<file path="src/rtl/gpgpu_ctrl_pkg.sv">
// Shared types and register map for the multi-core launch controller.
// Word indices decode addr[4:2]; bit positions apply to CTRL and STATUS.
package gpgpu_ctrl_pkg;

  typedef enum logic [1:0] {
    ST_IDLE  = 2'd0,
    ST_RESET = 2'd1,
    ST_RUN   = 2'd2,
    ST_DONE  = 2'd3
  } state_e;

  localparam logic [2:0] REG_CTRL   = 3'd0;
  localparam logic [2:0] REG_MASK   = 3'd1;
  localparam logic [2:0] REG_STATUS = 3'd2;
  localparam logic [2:0] REG_CYCLES = 3'd3;

  localparam int CTRL_START  = 0;
  localparam int CTRL_ABORT  = 1;
  localparam int CTRL_IRQ_EN = 2;

  localparam int STATUS_BUSY     = 16;
  localparam int STATUS_IRQ_PEND = 17;

endpackage

</file>
<file path="src/rtl/gpgpu_ctrl_obi_regs.sv">
// OBI slave for the launch controller: zero-wait grant, registered response,
// register storage and the START/ABORT pulses handed to the sequencing FSM.
module gpgpu_ctrl_obi_regs
  import gpgpu_ctrl_pkg::*;
#(
  parameter int NUM_CORES = 4
) (
  input  logic                 clk,
  input  logic                 rst_n,
  input  logic                 req,
  output logic                 gnt,
  input  logic [31:0]          addr,
  input  logic                 we,
  input  logic [3:0]           be,
  input  logic [31:0]          wdata,
  output logic                 rvalid,
  output logic [31:0]          rdata,
  output logic                 start,
  output logic                 abort,
  output logic [NUM_CORES-1:0] core_mask,
  input  logic                 busy,
  input  logic [NUM_CORES-1:0] done,
  input  logic                 irq_set,
  input  logic [31:0]          cycles,
  output logic                 irq
);

  logic [2:0]  idx;
  logic        wr;
  logic        ctrl_wr;
  logic        irq_en;
  logic        irq_pend;
  logic [31:0] status;
  logic [31:0] rd_word;
  logic        unused_bits;

  assign gnt     = req;
  assign idx     = addr[4:2];
  assign wr      = req & we;
  assign ctrl_wr = wr && (idx == REG_CTRL);

  // ABORT in the same write suppresses START so an aborted launch never begins
  assign abort = ctrl_wr & wdata[CTRL_ABORT];
  assign start = ctrl_wr & wdata[CTRL_START] & ~wdata[CTRL_ABORT];

  always_comb begin
    status                  = '0;
    status[NUM_CORES-1:0]   = done;
    status[STATUS_BUSY]     = busy;
    status[STATUS_IRQ_PEND] = irq_pend;
  end

  always_comb begin
    rd_word = '0;
    case (idx)
      REG_CTRL:   rd_word[CTRL_IRQ_EN] = irq_en;
      REG_MASK:   rd_word[NUM_CORES-1:0] = core_mask;
      REG_STATUS: rd_word = status;
      REG_CYCLES: rd_word = cycles;
      default:    rd_word = '0;
    endcase
  end

  always_ff @(posedge clk or negedge rst_n) begin
    if (!rst_n) begin
      rvalid    <= 1'b0;
      rdata     <= '0;
      irq_en    <= 1'b0;
      irq_pend  <= 1'b0;
      core_mask <= '0;
    end else begin
      rvalid <= req;
      rdata  <= (req && !we) ? rd_word : '0;
      if (ctrl_wr)
        irq_en <= wdata[CTRL_IRQ_EN];
      if (wr && (idx == REG_MASK) && !busy)
        core_mask <= wdata[NUM_CORES-1:0];
      // hardware set beats a coincident software clear
      if (irq_set)
        irq_pend <= 1'b1;
      else if (wr && (idx == REG_STATUS) && wdata[STATUS_IRQ_PEND])
        irq_pend <= 1'b0;
    end
  end

  assign irq = irq_pend & irq_en;

  assign unused_bits = ^{be, addr[31:5], addr[1:0], wdata};

endmodule

</file>
<file path="src/rtl/gpgpu_multicore_ctrl.sv">
// Multi-core launch controller: sequences per-core clock enables and resets,
// tracks completion on the masked cores, counts run cycles, raises an interrupt.
module gpgpu_multicore_ctrl
  import gpgpu_ctrl_pkg::*;
#(
  parameter int NUM_CORES       = 4,
  parameter int RST_HOLD_CYCLES = 4,
  parameter int CNT_WIDTH       = 32
) (
  input  logic                 clk_i,
  input  logic                 rst_ni,
  input  logic                 req_i,
  output logic                 gnt_o,
  input  logic [31:0]          addr_i,
  input  logic                 we_i,
  input  logic [3:0]           be_i,
  input  logic [31:0]          wdata_i,
  output logic                 rvalid_o,
  output logic [31:0]          rdata_o,
  input  logic [NUM_CORES-1:0] core_done_i,
  output logic [NUM_CORES-1:0] clk_en_o,
  output logic [NUM_CORES-1:0] rst_n_core_o,
  output logic                 irq_o
);

  localparam int                HOLD_W    = $clog2(RST_HOLD_CYCLES + 1);
  localparam logic [HOLD_W-1:0] HOLD_LAST = HOLD_W'(RST_HOLD_CYCLES - 1);

  function automatic logic [CNT_WIDTH-1:0] sat_inc(input logic [CNT_WIDTH-1:0] v);
    return (&v) ? v : v + CNT_WIDTH'(1);
  endfunction

  state_e               state;
  state_e               state_nxt;
  logic                 start;
  logic                 abort;
  logic                 busy;
  logic                 irq_set;
  logic                 launch;
  logic                 run_abort;
  logic                 all_done;
  logic [NUM_CORES-1:0] core_mask;
  logic [NUM_CORES-1:0] done_q;
  logic [NUM_CORES-1:0] done_nxt;
  logic [HOLD_W-1:0]    hold_cnt;
  logic [CNT_WIDTH-1:0] cnt;
  logic [31:0]          cycles;

  gpgpu_ctrl_obi_regs #(
    .NUM_CORES (NUM_CORES)
  ) u_regs (
    .clk       (clk_i),
    .rst_n     (rst_ni),
    .req       (req_i),
    .gnt       (gnt_o),
    .addr      (addr_i),
    .we        (we_i),
    .be        (be_i),
    .wdata     (wdata_i),
    .rvalid    (rvalid_o),
    .rdata     (rdata_o),
    .start     (start),
    .abort     (abort),
    .core_mask (core_mask),
    .busy      (busy),
    .done      (done_q),
    .irq_set   (irq_set),
    .cycles    (cycles),
    .irq       (irq_o)
  );

  assign busy      = (state != ST_IDLE);
  assign launch    = (state == ST_IDLE) && start && (core_mask != '0);
  assign run_abort = abort && ((state == ST_RESET) || (state == ST_RUN));
  assign done_nxt  = done_q | (core_done_i & core_mask);
  assign all_done  = (done_nxt == core_mask);

  always_comb begin
    cycles                  = '0;
    cycles[CNT_WIDTH-1:0]   = cnt;
  end

  always_ff @(posedge clk_i or negedge rst_ni) begin
    if (!rst_ni)
      state <= ST_IDLE;
    else
      state <= state_nxt;
  end

  always_comb begin
    state_nxt = state;
    case (state)
      ST_IDLE:  if (launch) state_nxt = ST_RESET;
      ST_RESET: begin
        if (run_abort)                  state_nxt = ST_IDLE;
        else if (hold_cnt == HOLD_LAST) state_nxt = ST_RUN;
      end
      ST_RUN: begin
        if (run_abort)     state_nxt = ST_IDLE;
        else if (all_done) state_nxt = ST_DONE;
      end
      ST_DONE:  state_nxt = ST_IDLE;
      default:  state_nxt = ST_IDLE;
    endcase
  end

  // An abort freezes both the counter and the completion record as they stand
  always_ff @(posedge clk_i or negedge rst_ni) begin
    if (!rst_ni) begin
      hold_cnt <= '0;
      cnt      <= '0;
      done_q   <= '0;
    end else if (launch) begin
      hold_cnt <= '0;
      cnt      <= '0;
      done_q   <= '0;
    end else begin
      if (state == ST_RESET)
        hold_cnt <= hold_cnt + HOLD_W'(1);
      if ((state == ST_RUN) && !run_abort) begin
        cnt    <= sat_inc(cnt);
        done_q <= done_nxt;
      end
    end
  end

  always_comb begin
    clk_en_o     = '0;
    rst_n_core_o = '0;
    irq_set      = 1'b0;
    case (state)
      ST_RESET: clk_en_o = core_mask;
      ST_RUN: begin
        clk_en_o     = core_mask & ~done_q;
        rst_n_core_o = core_mask;
      end
      ST_DONE:  irq_set = 1'b1;
      default:  ;
    endcase
  end

endmodule

</file>
<file path="config.mk">
export PLATFORM = sky130hd
export DESIGN_NAME = gpgpu_multicore_ctrl
export DESIGN_NICKNAME = d
export VERILOG_FILES = /design/src/rtl/gpgpu_ctrl_pkg.sv /design/src/rtl/gpgpu_ctrl_obi_regs.sv /design/src/rtl/gpgpu_multicore_ctrl.sv
export SDC_FILE = /design/constraint.sdc
export NUM_CORES = 1
export LEC_CHECK = 0
export CELL_PAD_IN_SITES_DETAIL_PLACEMENT = 2
export CELL_PAD_IN_SITES_GLOBAL_PLACEMENT = 2
export CORE_ASPECT_RATIO = 0.75
export CORE_MARGIN = 5
export CORE_UTILIZATION = 30
export DETAILED_ROUTE_END_ITERATION = 10
export PLACE_DENSITY = 0.93
export SETUP_SLACK_MARGIN = 0.15
export SYNTH_ARGS = -nofsm -noshare
export SYNTH_HDL_FRONTEND = slang
export SYNTH_SLANG_ARGS = --single-unit
</file>
<file path="constraint.sdc">
create_clock -name clk_i -period 3.8 [get_ports clk_i]
set_clock_uncertainty 0.15 [all_clocks]
set_input_delay 0.57 -clock clk_i [delete_from_list [all_inputs] [get_ports clk_i]]
set_output_delay 0.57 -clock clk_i [all_outputs]
set_load 0.02 [all_outputs]
</file>
### Word-level counts from Yosys, hierarchy flattened

Cells that the tools add are included.

* register bits after elaboration: 80
* bits of input ports: 76
* output and inout port bits: 43
* word-level logic and storage cells: 80

* $add $sub $neg: 2
* eq/ne operators: 12
* muxes and demuxes: 23
* bitwise operators: 10
* reduce and logical (&&, ||, !) cells: 24

Operators by type and width (number)
* 2-to-1 mux 32 bit: 4
* one-hot mux 28 bit (2 select lines): 1
* adder 32 x 1 -> 32 bit (second input constant): 1
* AND reduction 32 bit: 1
* 2-to-1 mux 4 bit: 3
* logical AND 1 bit: 10
* 2-to-1 mux 2 bit: 5
* equality test 3 x 2 -> 1 bit (second input constant): 3
* bitwise AND 4 bit: 2
* one-hot mux 2 bit (4 select lines): 1
* one-hot mux 4 bit (2 select lines): 1
* nonzero test 2 bit: 4
* 2-to-1 mux 3 bit: 2
* != test 3 bit (second input constant): 2
* one-hot mux 2 bit (3 select lines): 1
* bitwise AND 1 bit: 5
* equality test 2 bit (second input constant): 2
* equality test 4 bit: 1
* != test 2 bit (second input constant): 2
* NOT 4 bit: 1
* OR 4 bit: 1
* one-hot mux 1 bit (4 select lines): 1
* nonzero test 4 bit: 1
* adder 3 x 1 -> 3 bit (second input constant): 1
* other kinds (11): 15

### Longest topological paths before layout

Gate-level depths: netlist of the first run.

* depth in word-level cells: 8
* gate-level depth with buffers: 8
* gate-level depth less buffers: 7

### By module

A second synthesis of the first run with hierarchy kept.

* cells, all modules: 400
* area total of the unflattened synthesis: 4057.6 µm²

By module, submodules not included
* gpgpu_multicore_ctrl: instances 1, cells an instance 295, area an instance 2576.2 µm², seq. area each 1026.0 µm²
* gpgpu_ctrl_obi_regs: instances 1, cells an instance 105, area an instance 1481.4 µm², seq. area each 975.9 µm²

### Least setup slack after synthesis of the first run

No wires, ideal clock.

* path kind: in2reg
* from: input port addr_i[4]
* to: register cnt[27]
* library setup time: 0.129 ns
* arrival time: 1.990 ns
* data required time: 3.521 ns
* setup slack: 1.531 ns
* stages: 6
* cell sequence: nand4bb_1 > or4_1 > clkbuf_1 > buf_1 > o211ai_1 > o31ai_1

* longest elaborated chain between the ends: 8
* elaborated cells between the ends (all ways): 14
* those cells by class: eq/ne (1); mux (1); bitwise (3); reduce/logical (9)

RTL lines
* from (decl): line gpgpu_multicore_ctrl.sv:14 `input logic [31:0] addr_i,`
* logical NOT 3 bit *: line gpgpu_ctrl_obi_regs.sv:40 `assign ctrl_wr = wr && (idx == REG_CTRL);`
* logical AND 1 bit *: line gpgpu_ctrl_obi_regs.sv:40
* bitwise AND 1 bit, on equally long branches: line gpgpu_ctrl_obi_regs.sv:44, gpgpu_ctrl_obi_regs.sv:43
* bitwise AND 1 bit / logical AND 1 bit (equally long branches): line gpgpu_ctrl_obi_regs.sv:44, gpgpu_multicore_ctrl.sv:74
* logical AND 1 bit / logical NOT 1 bit (equally long branches): line gpgpu_multicore_ctrl.sv:73, gpgpu_multicore_ctrl.sv:120
* logical AND 1 bit, on equally long branches: line gpgpu_multicore_ctrl.sv:73, gpgpu_multicore_ctrl.sv:120
* != test 2 bit (no source line) / nonzero test 2 bit (equally long branches)
* AND reduction 2 bit (no source line)
* to (signal assigned): line gpgpu_multicore_ctrl.sv:121 `cnt <= sat_inc(cnt);`
* to (decl): line gpgpu_multicore_ctrl.sv:46 `logic [CNT_WIDTH-1:0] cnt;`

Every way passes the cells marked *; elsewhere a longest branch is shown, timed or not.
A chain may end at the register's enable or synchronous reset.

### Worst setup path in the final report of the first run

* from: register state[0]
* to: output port clk_en_o[1]

* longest elaborated chain between the ends: 2
* elaborated cells between the ends (all ways): 3
* those cells by class: eq/ne (2); mux (1)

RTL lines
* from (decl): line gpgpu_multicore_ctrl.sv:33 `state_e state;`
* from (signal assigned): line gpgpu_multicore_ctrl.sv:87 `state <= state_nxt;`
* equality test 2 bit / equality test 2 x 1 -> 1 bit (equally long branches): line gpgpu_multicore_ctrl.sv:131 `case (state)`
* one-hot mux 4 bit (2 select lines) *: line gpgpu_multicore_ctrl.sv:131
* to (decl): line gpgpu_multicore_ctrl.sv:21 `output logic [NUM_CORES-1:0] clk_en_o,`

Marks and branches as above.

==> results.py, run 1 <==
metrics = {
    "global_route": {
        "overflow": 0,
        "grt_max_degree": 81,
        "grt_pass1_vias": 3988,
        "grt_use_total": 0.179,
        "grt_pass1_wl_mm": 22.5,
        "grt_antenna_before_repair": 0,
    },
    "finish": {
        "antenna_cells": 0,
        "syn2layout_area_growth_pct": 25.7,
        "fin_nets": 547,
        "drive_gt1_frac": 0.0919,
        "layout_commonest_cell": "dfrtp_1",
        "layout_common_cells": "80 x dfrtp_1, 57 x clkdlybuf4s50_1, 34 x nand2_1",
    },
    "sta": {
        "finalWorstSetupSlack_ns": 0.816,
        "drv_slew": 0,
        "period_share": 0.785,
        "hold_viol": 0,
        "fmax_ghz": 0.335,
        "finalSetupViolations": 0,
        "worst_pin_slew_ns": 1.05,
        "slew_headroom": 0.297,
        "rsz0062_at_grt": "false",
        "layout_min_cycle_time_ns": 2.98,
        "setup_tns_ns": 0,
    },
    "setup_path": {
        "crit_path_start_kind": "register",
        "arrival_ns": 2.26,
        "crit_type": "register to output pin",
        "cpMaxStageDelayCell": "clkdlybuf4s50_1",
        "cp-startpoint": "state[0]",
        "critPathMaxStageDelay_ns": 0.63,
        "worstPathMaxFanout": 13,
        "r2r-start": "state[0]",
        "endpoint_kind": "output pin",
        "required_ns": 3.08,
        "worstPathCellList": "inv_1 -> ha_1 -> a21oi_1 -> nor2_1 -> clkdlybuf4s50_1",
    },
    "power": {
        "vdd_drop_max_mv": 0.225,
        "internal_power_mw": 1.78,
        "swShare": 0.319,
        "p_sw_mw": 0.836,
        "p_leak_nw": 2.10,
        "power_frac_seq": 0.407,
        "p_clk_frac": 0.362,
        "p_per_area_nw_per_um2": 515,
        "p_comb_frac": 0.231,
    },
    "floorplan": {
        "pin_count": 119,
        "die_w_um": 144,
        "start_util": 0.308,
        "rows": 36,
        "die_h_um": 111,
        "core_um2": 13100,
        "fp.dieArea_um2": 15900,
    },
    "drt": {
        "routed_via_density": 5.51,
        "wirelength_mm": 13.8,
        "vias": 3523,
        "post_drt_wl_per_cell_um": 21.5,
        "drc": 0,
        "ant_nets": 0,
        "first_pass_iters": 4,
        "drt_iter0_markers": 149,
    },
    "synth": {
        "ys.flop_type": "dfrtp_1",
        "synth_area_um2": 4040,
        "netlist_instances": 410,
        "synthesis.nets": 493,
        "avgSynthCellArea_um2": 9.86,
        "synthArstFlopShare": 1.00,
        "synth-edff-count": 0,
        "synth_cell_type_count": 51,
        "synth_seq_cells": 80,
        "yosys_warnings": 0,
        "synth_seq_area_share": 0.495,
    },
    "worst_hold_path": {
        "min_path_type": "input pin to async pin",
    },
    "clocking": {
        "cts_root_buffer": "clkbuf_16",
        "insertion_delay_ns": 0.35,
        "h-tree-depth": 3,
        "cts-resized-gates": 0,
        "cts_max_path_buffers": 2,
        "clk_pin_slew_worst_paths_ns": 0.06,
        "postCtsSetupBuffers": 0,
        "clock-sinks": 80,
        "cts_tree": "done",
        "cts_inserted_buffers": 9,
        "postCtsHoldBufs": 0,
    },
    "placement": {
        "dp_hpwl_mm": 8.93,
        "place_congestion": 0.823,
        "io_buffer_count": 58,
        "dp_slack_ns": 0.648,
    },
    "job": {
        "cap_violations": 0,
    },
    "outcome": {
        "status": "finished, final reports clean",
    },
}
## cells in the mapped netlist, types with 3 or more instances
| library cell | n | area (um2) |
|---|---|---|
| nor3_1 | 7 | 35.0 |
| nand3_1 | 14 | 70.1 |
| o21ai_0 | 11 | 55.1 |
| mux2i_1 | 5 | 50.1 |
| nand2_1 | 34 | 128 |
| mux2_2 | 6 | 67.6 |
| o211ai_1 | 5 | 37.5 |
| dfrtp_1 | 80 | 2000 |
| o31ai_1 | 9 | 67.6 |
| nor2b_1 | 4 | 25.0 |
| nor2_1 | 33 | 124 |
| a21oi_2 | 7 | 61.3 |
| clkbuf_1 | 12 | 45.0 |
| buf_6 | 3 | 33.8 |
| and3_1 | 3 | 18.8 |
| a21oi_1 | 17 | 85.1 |
| nand2b_1 | 6 | 37.5 |
| o31a_1 | 3 | 26.3 |
| a22oi_1 | 3 | 22.5 |
| and2_1 | 32 | 200 |
| nor3b_1 | 4 | 30.0 |
| inv_1 | 11 | 41.3 |
| or3_1 | 10 | 62.6 |
| nand4_1 | 20 | 125 |
| a31oi_1 | 5 | 31.3 |
| ha_1 | 7 | 87.6 |
| nor4_1 | 9 | 56.3 |
| or4_1 | 15 | 113 |
| o21ai_1 | 8 | 40.0 |
## cell families (layout without fill, tap and decap cells)
kind of cell               count (synthesis)  after routing  synth area share
and+or+nand+nor                          200            200             0.279
DFF                                       80             80             0.495
AOI/OAI and AO/OA                         78             78             0.126
buffers and inverters                     32             90            0.0409
muxes                                     12             12            0.0347
adders and majority gates                  7              7            0.0217
xor gates and xnor gates                   1              1           0.00217
## critical path: cells and delay by family (launching register included)
| family | cells | cell delay (ns) |
|---|---|---|
| DFF | 1 | 0.42 |
| AOI/OAI and AO/OA | 1 | 0.13 |
| buffers and inverters | 2 | 0.75 |
| adders and majority gates | 1 | 0.47 |
| and+or+nand+nor | 1 | 0.14 |
## registers in the layout, indices dropped and copies added, names as in the netlist
name,count
cnt,32
done_q,4
hold_cnt,3
state,2
u_regs.core_mask,4
u_regs.irq_en,1
u_regs.irq_pend,1
u_regs.rdata,32
u_regs.rvalid,1
## per-layer routing
metal	up-vias	routed length (um)	global-route usage
met4	0	188	0.0521
met1	1820	5700	0.220
met3	17	710	0.0432
met2	95	7150	0.309
met5	-	0	0
li1	1591	-	-
## power groups by stage
| stage | Clock (mW) | Sequential, mW | Combinational (mW) |
|---|---|---|---|
| floorplan | 0 | 1.03 | 0.373 |
| global placement | 0 | 1.06 | 0.533 |
| detailed placement | 0 | 1.07 | 0.572 |
| CTS | 0.971 | 1.06 | 0.606 |
| global route | 1.00 | 1.08 | 0.657 |
| finish | 0.949 | 1.07 | 0.604 |
## final timing paths
path                               endpoint  slack [ns]  depth (start not counted)
min in group clk_i         u_regs.rdata[15]        0.40                          1
hold / removal             u_regs.rdata[22]        0.25                          1
max in group asynchronous            cnt[8]        2.56                          1
setup / recovery                clk_en_o[1]        0.82                          5
hold reg to reg            u_regs.rdata[15]        0.40                          1
setup reg to reg                    cnt[18]        1.01                          6
## metrics by stage
| stage | total power, mW | utilization | cell area, um2 | hold WS [ns] | std cells |
|---|---|---|---|---|---|
| after floorplan | 1.40 | - | 4040 | 0.124 | 410 |
| after global placement | 1.59 | 0.363 | 4760 | 0.357 | 624 |
| after detailed placement | 1.65 | 0.363 | 4760 | 0.380 | 624 |
| after CTS | 2.64 | 0.388 | 5080 | 0.300 | 639 |
| after global routing | 2.74 | 0.388 | 5080 | 0.369 | 639 |
| final | 2.62 | 0.388 | 5080 | 0.250 | 639 |
## cell type report
type	count	area (um2)
tap	171	214
timing repair buffer	64	623
clock inverter	5	81.3
inverter	11	41.3
sequential	80	2000
fill	1381	8030
clock buffer	10	239
multi-input combinational	298	1880
Note: power is estimated with default switching activity, not from simulation.
==> run 2: changes to the inputs <==
Settings changed: CORE_UTILIZATION 30 to 29, PLACE_DENSITY 0.93 to 0.91.
Clock period 3.8 ns to 2.99 ns, I/O delays scaled along.
==> results.py, run 2 (synthesized netlist as in run 1, its figures left out) <==
metrics = {
    "outcome": {
        "status": "finished, final reports clean",
    },
    "setup_path": {
        "r2r-start": "state[0]",
        "worstPathMaxFanout": 13,
        "reg2reg_slack_ns": 0.38,
        "arrival_ns": 2.11,
        "endpoint_kind": "output pin",
        "timing.rr.end": "cnt[12]",
        "r2r_cells": 8,
        "crit_type": "register to output pin",
        "cp-startpoint": "state[0]",
        "required_ns": 2.39,
        "crit_path_start_kind": "register",
    },
    "global_route": {
        "grt_max_degree": 53,
        "grt_antenna_before_repair": 0,
        "overflow": 0,
        "grt_pass1_vias": 4099,
        "grt_use_total": 0.170,
        "grt_pass1_wl_mm": 22.4,
    },
    "sta": {
        "worst_pin_slew_ns": 0.694,
        "hold_viol": 0,
        "finalWorstSetupSlack_ns": 0.283,
        "slew_headroom": 0.537,
        "setup_tns_ns": 0,
        "rsz0062_at_grt": "false",
        "period_share": 0.905,
        "fmax_ghz": 0.369,
        "finalSetupViolations": 0,
        "layout_min_cycle_time_ns": 2.71,
        "drv_slew": 0,
    },
    "finish": {
        "fin_nets": 553,
        "antenna_cells": 0,
        "reg_top3": "cnt x32, u_regs.rdata x32",
        "fillers": 1499,
        "layout_commonest_cell": "dfrtp_1",
        "multiInputGateArea_um2": 1890,
        "final_cells": 650,
        "drive_gt1_frac": 0.107,
        "seq_area_um2": 2000,
        "layout_common_cells": "80 x dfrtp_1, 57 x clkdlybuf4s50_1, 34 x nand2_1",
        "syn2layout_area_growth_pct": 27.7,
    },
    "floorplan": {
        "fp.dieArea_um2": 16400,
        "start_util": 0.295,
        "die_w_um": 146,
        "core_um2": 13700,
        "die_h_um": 112,
        "rows": 37,
        "pin_count": 119,
    },
    "drt": {
        "wirelength_mm": 13.3,
        "vias": 3566,
        "routed_via_density": 5.49,
        "ant_nets": 0,
        "drt_iter0_markers": 122,
        "drc": 0,
        "first_pass_iters": 4,
        "post_drt_wl_per_cell_um": 20.5,
    },
    "clocking": {
        "cts_inserted_buffers": 9,
        "cts_root_buffer": "clkbuf_16",
        "postCtsSetupBuffers": 0,
        "clock-sinks": 80,
        "cts_tree": "done",
        "clk_pin_slew_worst_paths_ns": 0.06,
        "insertion_delay_ns": 0.34,
        "postCtsHoldBufs": 0,
        "cts_max_path_buffers": 2,
        "h-tree-depth": 3,
    },
    "placement": {
        "dp_hpwl_mm": 9.18,
        "placed_cells": 634,
        "dp_slack_ns": 0.115,
        "io_buffer_count": 58,
        "place_congestion": 0.821,
    },
    "power": {
        "vdd_drop_max_mv": 0.291,
        "p_leak_nw": 2.14,
        "p_per_area_nw_per_um2": 640,
    },
    "worst_hold_path": {
        "min_path_type": "input pin to async pin",
    },
    "job": {
        "cap_violations": 0,
    },
}
run 2: cell count changes in the layout (fill, tap and decap cells not counted), sizes merged:
cell	change
clkinv	-1
clkbuf	+4
clkinvlp	-1
bufinv	-1
buf	+6
run 2: cell type report:
type / count / share of cell area
multi-input combinational: 298 / 0.366
clock buffer: 14 / 0.0550
clock inverter: 2 / 0.00679
timing repair buffer: 70 / 0.134
inverter: 11 / 0.00800
tap: 175 / 0.0424
sequential: 80 / 0.388
run 2: worst max-delay path, cell delays in order, from the launching register on:
cell and delay (ns):
dfrtp_1 0.41, inv_1 0.10, ha_2 0.36, a21oi_1 0.13, nor2_1 0.13, clkdlybuf4s50_1 0.63
run 2: power by group:
part	internal, mW	leakage [nW]	switching (mW)	total, mW
registers	1.20	1.08	0.160	1.36
logic	0.332	0.900	0.436	0.768
clock network	0.737	0.159	0.442	1.18
total	2.27	2.14	1.04	3.30
run 2: what timing repair did:
| item | in CTS | in global routing |
|---|---|---|
| resized for setup | 1 | 1 |
| cloned | 0 | 0 |
| endpoints found under the setup margin | 4 | 4 |
run 2: worst max-delay path by stage:
stage                   to  slack, ns  depth (start not counted)
3_5_place_dp        cnt[9]       0.12                          6
3_3_place_gp        cnt[9]       0.23                          6
2_1_floorplan      cnt[25]       0.81                          7
4_1_cts        clk_en_o[0]       0.22                          5
6_report       clk_en_o[0]       0.28                          5
5_1_grt        clk_en_o[0]       0.20                          5
run 2: metrics by stage:
step            util  hold slack (ns)  total power, mW  cell area, um2
5_1_grt        0.377           0.0695             3.47            5160
3_3_place_gp   0.353            0.356             2.03            4840
4_1_cts        0.376           0.0331             3.33            5160
2_1_floorplan      -          0.00291             1.78            4040
3_5_place_dp   0.353            0.384             2.12            4840
6_report       0.377          0.00768             3.30            5160
run 2: layer usage:
metal | GRT usage | vias to the layer above | part of all wire
met1 | 0.204 | 1851 | 0.43
met5 | 0 | - | 0
li1 | - | 1606 | -
met3 | 0.0395 | 25 | 0.039
met4 | 0.0602 | 0 | 0.020
met2 | 0.299 | 84 | 0.51
